`src/rtl/neuron_seq_pkg.sv`:
```
// Shared definitions for the neuron timestep sequencer: default geometry and
// the sequencer state encoding.
package neuron_seq_pkg;

  localparam int DEFAULT_NUM_NEURONS = 256;
  localparam int DEFAULT_NUM_AXONS   = 256;

  typedef enum logic [2:0] {
    IDLE       = 3'd0,
    LOAD       = 3'd1,
    INTEGRATE  = 3'd2,
    WRITE      = 3'd3,
    SPIKE_WAIT = 3'd4,
    NEXT       = 3'd5,
    DONE       = 3'd6
  } seq_state_e;

endpackage

```
`src/rtl/axon_scan_counter.sv`:
```
// Axon scan counter: sweeps 0..NUM_AXONS-1 once per neuron and flags the last
// axon so the sequencer can leave INTEGRATE without the index ever wrapping.
module axon_scan_counter
  import neuron_seq_pkg::*;
#(
  parameter  int NUM_AXONS = DEFAULT_NUM_AXONS,
  localparam int AW        = $clog2(NUM_AXONS)
) (
  input  logic          clk,
  input  logic          rst_n,
  input  logic          start,
  input  logic          count_en,
  output logic [AW-1:0] count,
  output logic          last
);

  assign last = (count == AW'(NUM_AXONS - 1));

  // Axon index: held at zero by start, otherwise steps and returns to zero after the last axon
  always_ff @(posedge clk or negedge rst_n) begin
    if (!rst_n) begin
      count <= AW'(0);
    end else if (start) begin
      count <= AW'(0);
    end else if (count_en) begin
      count <= last ? AW'(0) : count + AW'(1);
    end
  end

endmodule

```
`src/rtl/neuron_sequencer.sv`:
```
// Timestep sequencer: for every neuron, loads the stored potential, scans all
// axons into the integrator, writes the potential back and offers any spike.
module neuron_sequencer
  import neuron_seq_pkg::*;
#(
  parameter  int NUM_NEURONS = DEFAULT_NUM_NEURONS,
  parameter  int NUM_AXONS   = DEFAULT_NUM_AXONS,
  localparam int NW          = $clog2(NUM_NEURONS),
  localparam int AW          = $clog2(NUM_AXONS)
) (
  input  logic                 clk,
  input  logic                 rst_n,
  input  logic                 tick,
  input  logic [NUM_AXONS-1:0] axon_spikes,
  input  logic [NUM_AXONS-1:0] synapses,
  input  logic                 spike_in,
  input  logic                 spike_ready,
  output logic [NW-1:0]        neuron_index,
  output logic [AW-1:0]        axon_index,
  output logic                 integrator_reg_en,
  output logic                 write_current_potential,
  output logic                 next_neuron,
  output logic                 potential_we,
  output logic                 spike_valid,
  output logic [NW-1:0]        spike_neuron,
  output logic                 busy,
  output logic                 done,
  output logic                 tick_overrun
);

  seq_state_e state_r;
  logic       spike_pending_r;
  logic       scan_start_s;
  logic       scan_en_s;
  logic       axon_last_s;

  assign scan_start_s = (state_r != INTEGRATE);
  assign scan_en_s    = (state_r == INTEGRATE);
  assign spike_valid  = spike_pending_r;

  axon_scan_counter #(
    .NUM_AXONS (NUM_AXONS)
  ) u_axon_scan (
    .clk      (clk),
    .rst_n    (rst_n),
    .start    (scan_start_s),
    .count_en (scan_en_s),
    .count    (axon_index),
    .last     (axon_last_s)
  );

  // Integrator enable: unconditional while loading, otherwise gated by spike and synapse at the scanned axon
  always_comb begin
    integrator_reg_en = 1'b0;
    case (state_r)
      LOAD:      integrator_reg_en = 1'b1;
      INTEGRATE: integrator_reg_en = axon_spikes[axon_index] & synapses[axon_index];
      default:   integrator_reg_en = 1'b0;
    endcase
  end

  // Sequencer FSM; each strobe is set on entry to its state and cleared on exit
  always_ff @(posedge clk or negedge rst_n) begin
    if (!rst_n) begin
      state_r                 <= IDLE;
      neuron_index            <= NW'(0);
      spike_neuron            <= NW'(0);
      spike_pending_r         <= 1'b0;
      write_current_potential <= 1'b0;
      next_neuron             <= 1'b0;
      potential_we            <= 1'b0;
      busy                    <= 1'b0;
      done                    <= 1'b0;
      tick_overrun            <= 1'b0;
    end else begin
      // A tick during DONE is still an overrun: the pulse lands in the following IDLE cycle
      tick_overrun <= tick & (state_r != IDLE);
      case (state_r)
        IDLE: begin
          if (tick) begin
            neuron_index            <= NW'(0);
            write_current_potential <= 1'b1;
            busy                    <= 1'b1;
            state_r                 <= LOAD;
          end
        end
        LOAD: begin
          write_current_potential <= 1'b0;
          state_r                 <= INTEGRATE;
        end
        INTEGRATE: begin
          if (axon_last_s) begin
            potential_we <= 1'b1;
            state_r      <= WRITE;
          end
        end
        WRITE: begin
          potential_we    <= 1'b0;
          spike_pending_r <= spike_in;
          if (spike_in) begin
            spike_neuron <= neuron_index;
            state_r      <= SPIKE_WAIT;
          end else begin
            next_neuron <= 1'b1;
            state_r     <= NEXT;
          end
        end
        SPIKE_WAIT: begin
          if (spike_ready) begin
            spike_pending_r <= 1'b0;
            next_neuron     <= 1'b1;
            state_r         <= NEXT;
          end
        end
        NEXT: begin
          next_neuron <= 1'b0;
          if (neuron_index == NW'(NUM_NEURONS - 1)) begin
            done    <= 1'b1;
            state_r <= DONE;
          end else begin
            neuron_index            <= neuron_index + NW'(1);
            write_current_potential <= 1'b1;
            state_r                 <= LOAD;
          end
        end
        DONE: begin
          done    <= 1'b0;
          busy    <= 1'b0;
          state_r <= IDLE;
        end
        default: begin
          spike_pending_r         <= 1'b0;
          write_current_potential <= 1'b0;
          next_neuron             <= 1'b0;
          potential_we            <= 1'b0;
          busy                    <= 1'b0;
          done                    <= 1'b0;
          state_r                 <= IDLE;
        end
      endcase
    end
  end

endmodule

```
`config.mk`:
```
export PLATFORM = sky130hd
export DESIGN_NAME = neuron_sequencer
export DESIGN_NICKNAME = d
export VERILOG_FILES = /design/src/rtl/neuron_seq_pkg.sv /design/src/rtl/axon_scan_counter.sv /design/src/rtl/neuron_sequencer.sv
export SDC_FILE = /design/constraint.sdc
export NUM_CORES = 1
export LEC_CHECK = 0
export CAP_MARGIN = 10
export CORE_AREA = 4 4 209 211
export DETAILED_ROUTE_END_ITERATION = 7
export DIE_AREA = 0 0 213 215
export HOLD_SLACK_MARGIN = 0.03
export SLEW_MARGIN = 10
export SYNTH_ARGS = -nofsm -noshare
export SYNTH_HDL_FRONTEND = slang
export SYNTH_SLANG_ARGS = --single-unit
```
`constraint.sdc`:
```
create_clock -name clk -period 8.5 [get_ports clk]
set_input_delay 2.55 -clock clk [delete_from_list [all_inputs] [get_ports clk]]
set_output_delay 2.55 -clock clk [all_outputs]
set_load 0.01 [all_outputs]
```
==> impl_metrics.csv <==
group,metric,value,unit
run_status,outcome,"finished, final reports clean",
drt,drt_iter0_drc,488,
global_routing,grt_pass1_wl,52.0,mm
sta,skew,0.00530,ns
sta,timing.slew.headroom,35.5,%
worst_setup_path,path_class,"primary input to output port",
drt,ant_nets,0,
pwr,power.internal,790,µW
pwr,p_per_area,129,mW/mm²
synthesis,ys_ff_latch,34,
global_routing,grt_max_degree,141,
die,die_height,215,µm
clock_tree,clk-insertion-delay-late,0.29,ns
pwr,p_leak,3.73,nW
die,core_area,0.0418,mm²
synthesis,yosysWarnings,0,
finish,drive_above_1_share,3.49,%
synthesis,synth_commonest_cells,"128 x nand2_1, 123 x nand3_1, 92 x o21ai_0",
synthesis,synth_area_leader_cell,"dfrtp_1",
synthesis,ys_types,61,
die,io_pins,549,
worst_setup_path,end_kind,"output port",
drt,wire_per_inst,22.1,µm
job,maxCapViolations,0,
global_routing,track_usage,15.5,%
global_routing,antenna_found_initial,5,
drt,routed_via_density,4.31,
die,fp.dieW,213,µm
synthesis,synth_top_area_share,18.7,%
pwr,switching_share,42.9,%
sta,finalSetupViolCount,0,
synthesis,yosysMostFrequentCell,"nand2_1",
synthesis,synth_area_per_cell,6.60,µm²
drt,wirelength,38.6,mm
finish,finalNetCount,1721,
synthesis,synthCells,690,
clock_tree,cts_num_sinks,34,
sta,tns,0,ns
die,die_area,0.0458,mm²
clock_tree,ctsHtreeMaxLevel,2,
sta,slew_violations,0,
synthesis,synth_area_leaders,"dfrtp_1 19%, nand3_1 14%, nand2_1 11%",
pwr,power_frac_seq,23.1,%
synthesis,ys_seq_area_share,18.7,%
sta,hold_viol_final,0,
drt,drc,0,
global_routing,globalRouteOverflowTotal,0,
worst_hold_path,worstHoldPathType,"flop to flop",
placed_design,place_hpwl,32.6,mm
worst_setup_path,startpoint_type,"primary input",
synthesis,synth_fp_nets,1209,
clock_tree,root_buffer,"clkbuf_16",
clock_tree,cts_resized,0,
drt,drt_pass1_iterations,4,
sta,hold_ws,0.502,ns
pwr,netSwitchingPower,594,µW
synthesis,ys.flop_type,"dfrtp_1",
clock_tree,cts_tree,"built",
sta,rsz0062_at_grt,"false",
clock_tree,ctsHoldBuffers,0,
global_routing,first_global_vias,7656,
sta,finalCriticalPeriod,7.89,ns
sta,fmax,0.127,GHz
pwr,pwr-share-clk,18.2,%
worst_setup_path,crit_fanout,1,
clock_tree,cts_buffers,5,
pwr,ir_drop,0.127,mV
die,row_count,75,
placed_design,io_buffers,548,
clock_tree,post_cts_buffers,0,
placed_design,gp_congestion,0.894,
worst_setup_path,worstPathArrival,5.34,ns
synthesis,synth_area,0.00455,mm²
drt,vias,7523,
pwr,pwr-share-comb,58.8,%
die,start_util,10.9,%
finish,syn_to_final_growth,136,%
synthesis,synth_edf_count,0,
clock_tree,path_clk_slew,0.06,ns
synthesis,synth_async_sr_flop_share,100,%
clock_tree,clk_path_buf_depth,2,
worst_setup_path,cp.required,5.95,ns
sta,worstMarginPinSlew,0.967,ns
sta,period_share,92.9,%
-- stage by stage --
stage | cell area, µm² | setup slack [ns] | utilization, % | std cells | total power [mW]
global route | 10700 | 0.518 | 25.7 | 1744 | 1.48
CTS | 10700 | 0.558 | 25.7 | 1742 | 1.40
global placement | 10500 | 0.604 | 25.2 | 1734 | 1.14
detailed placement | 10500 | 0.554 | 25.2 | 1734 | 1.14
floorplan | 4550 | 2.00 | - | 690 | 0.682
finish | 10700 | 0.606 | 25.7 | 1746 | 1.38
-- flip-flops by register name, summed over array words and instances, names as in the netlist --
signal / flops
spike_valid: 1
busy: 1
potential_we: 1
u_axon_scan.count: 8
next_neuron: 1
write_current_potential: 1
done: 1
spike_neuron: 8
tick_overrun: 1
neuron_index: 8
state_r: 3
-- power by group through the flow --
stage | clock network, mW | registers, mW | logic, mW
2_1_floorplan | 0 | 0.230 | 0.452
3_3_place_gp | 0 | 0.321 | 0.816
3_5_place_dp | 0 | 0.323 | 0.819
4_1_cts | 0.258 | 0.321 | 0.824
5_1_grt | 0.266 | 0.334 | 0.884
6_report | 0.252 | 0.319 | 0.813
-- per-layer routing --
layer  global-route usage (%)  vias to the layer above  wire (µm)
met2                     28.0                      356      19200
met3                     3.03                       24       3080
li1                         -                     3627          -
met4                     1.83                        2        395
met5                        0                        -         13
met1                     19.5                     3514      15900
-- layout by cell type, fill, tap and decap left out, types with 11 or more instances in the layout --
master             n
and3_1            14
nand2_1          128
buf_4             11
dfrtp_1           31
nand3_1          123
a31oi_1           11
o211ai_1          44
a21oi_1           22
nor2_1            22
clkdlybuf4s50_1  548
o21ai_0           92
-- cells by family (layout without fill, tap and decap cells) --
family,Yosys count,after routing,synth area share (%)
and+or+nand+nor,342,342,35.6
AOI/OAI and AO/OA,233,233,32.8
buffers and inverters,58,571,6.98
DFF,34,34,18.7
muxes,11,11,3.46
xor gates and xnor gates,10,10,1.92
adders and majority gates,2,2,0.550
other,0,4,0
-- worst paths after layout --
path | start | to | slack [ns] | cells past startpoint
hold / removal | done$_DFFE_PN0P_ | done$_DFFE_PN0P_ | 0.50 | 2
setup reg to reg | u_axon_scan.count[1]$_DFF_PN0_ | u_axon_scan.count[7]$_DFF_PN0_ | 6.01 | 5
setup / recovery | synapses[108] | integrator_reg_en | 0.61 | 9
min in group asynchronous | rst_n | next_neuron$_DFFE_PN0P_ | 2.69 | 2
hold reg to reg | done$_DFFE_PN0P_ | done$_DFFE_PN0P_ | 0.50 | 2
max in group asynchronous | rst_n | u_axon_scan.count[0]$_DFF_PN0_ | 5.44 | 2
-- layout make-up --
type                       count  area [µm²]
multi-input combinational    598        3390
fill                        4511       31000
sequential                    34         857
antenna                        4        10.0
clock buffer                   6         139
timing repair buffer         560        5590
clock inverter                 2        60.1
inverter                       3        11.3
tap                          539         674
-- worst max-delay path: stages --
cell and delay [ns]:
clkdlybuf4s50_1 0.46, nand2_1 0.05, o21ai_0 0.41, o21ai_0 0.19, nor4_1 0.39, nor3_1 0.18
a2111oi_1 0.29, a221o_1 0.20, clkdlybuf4s50_1 0.63
Power figures use the tool's default switching activity.
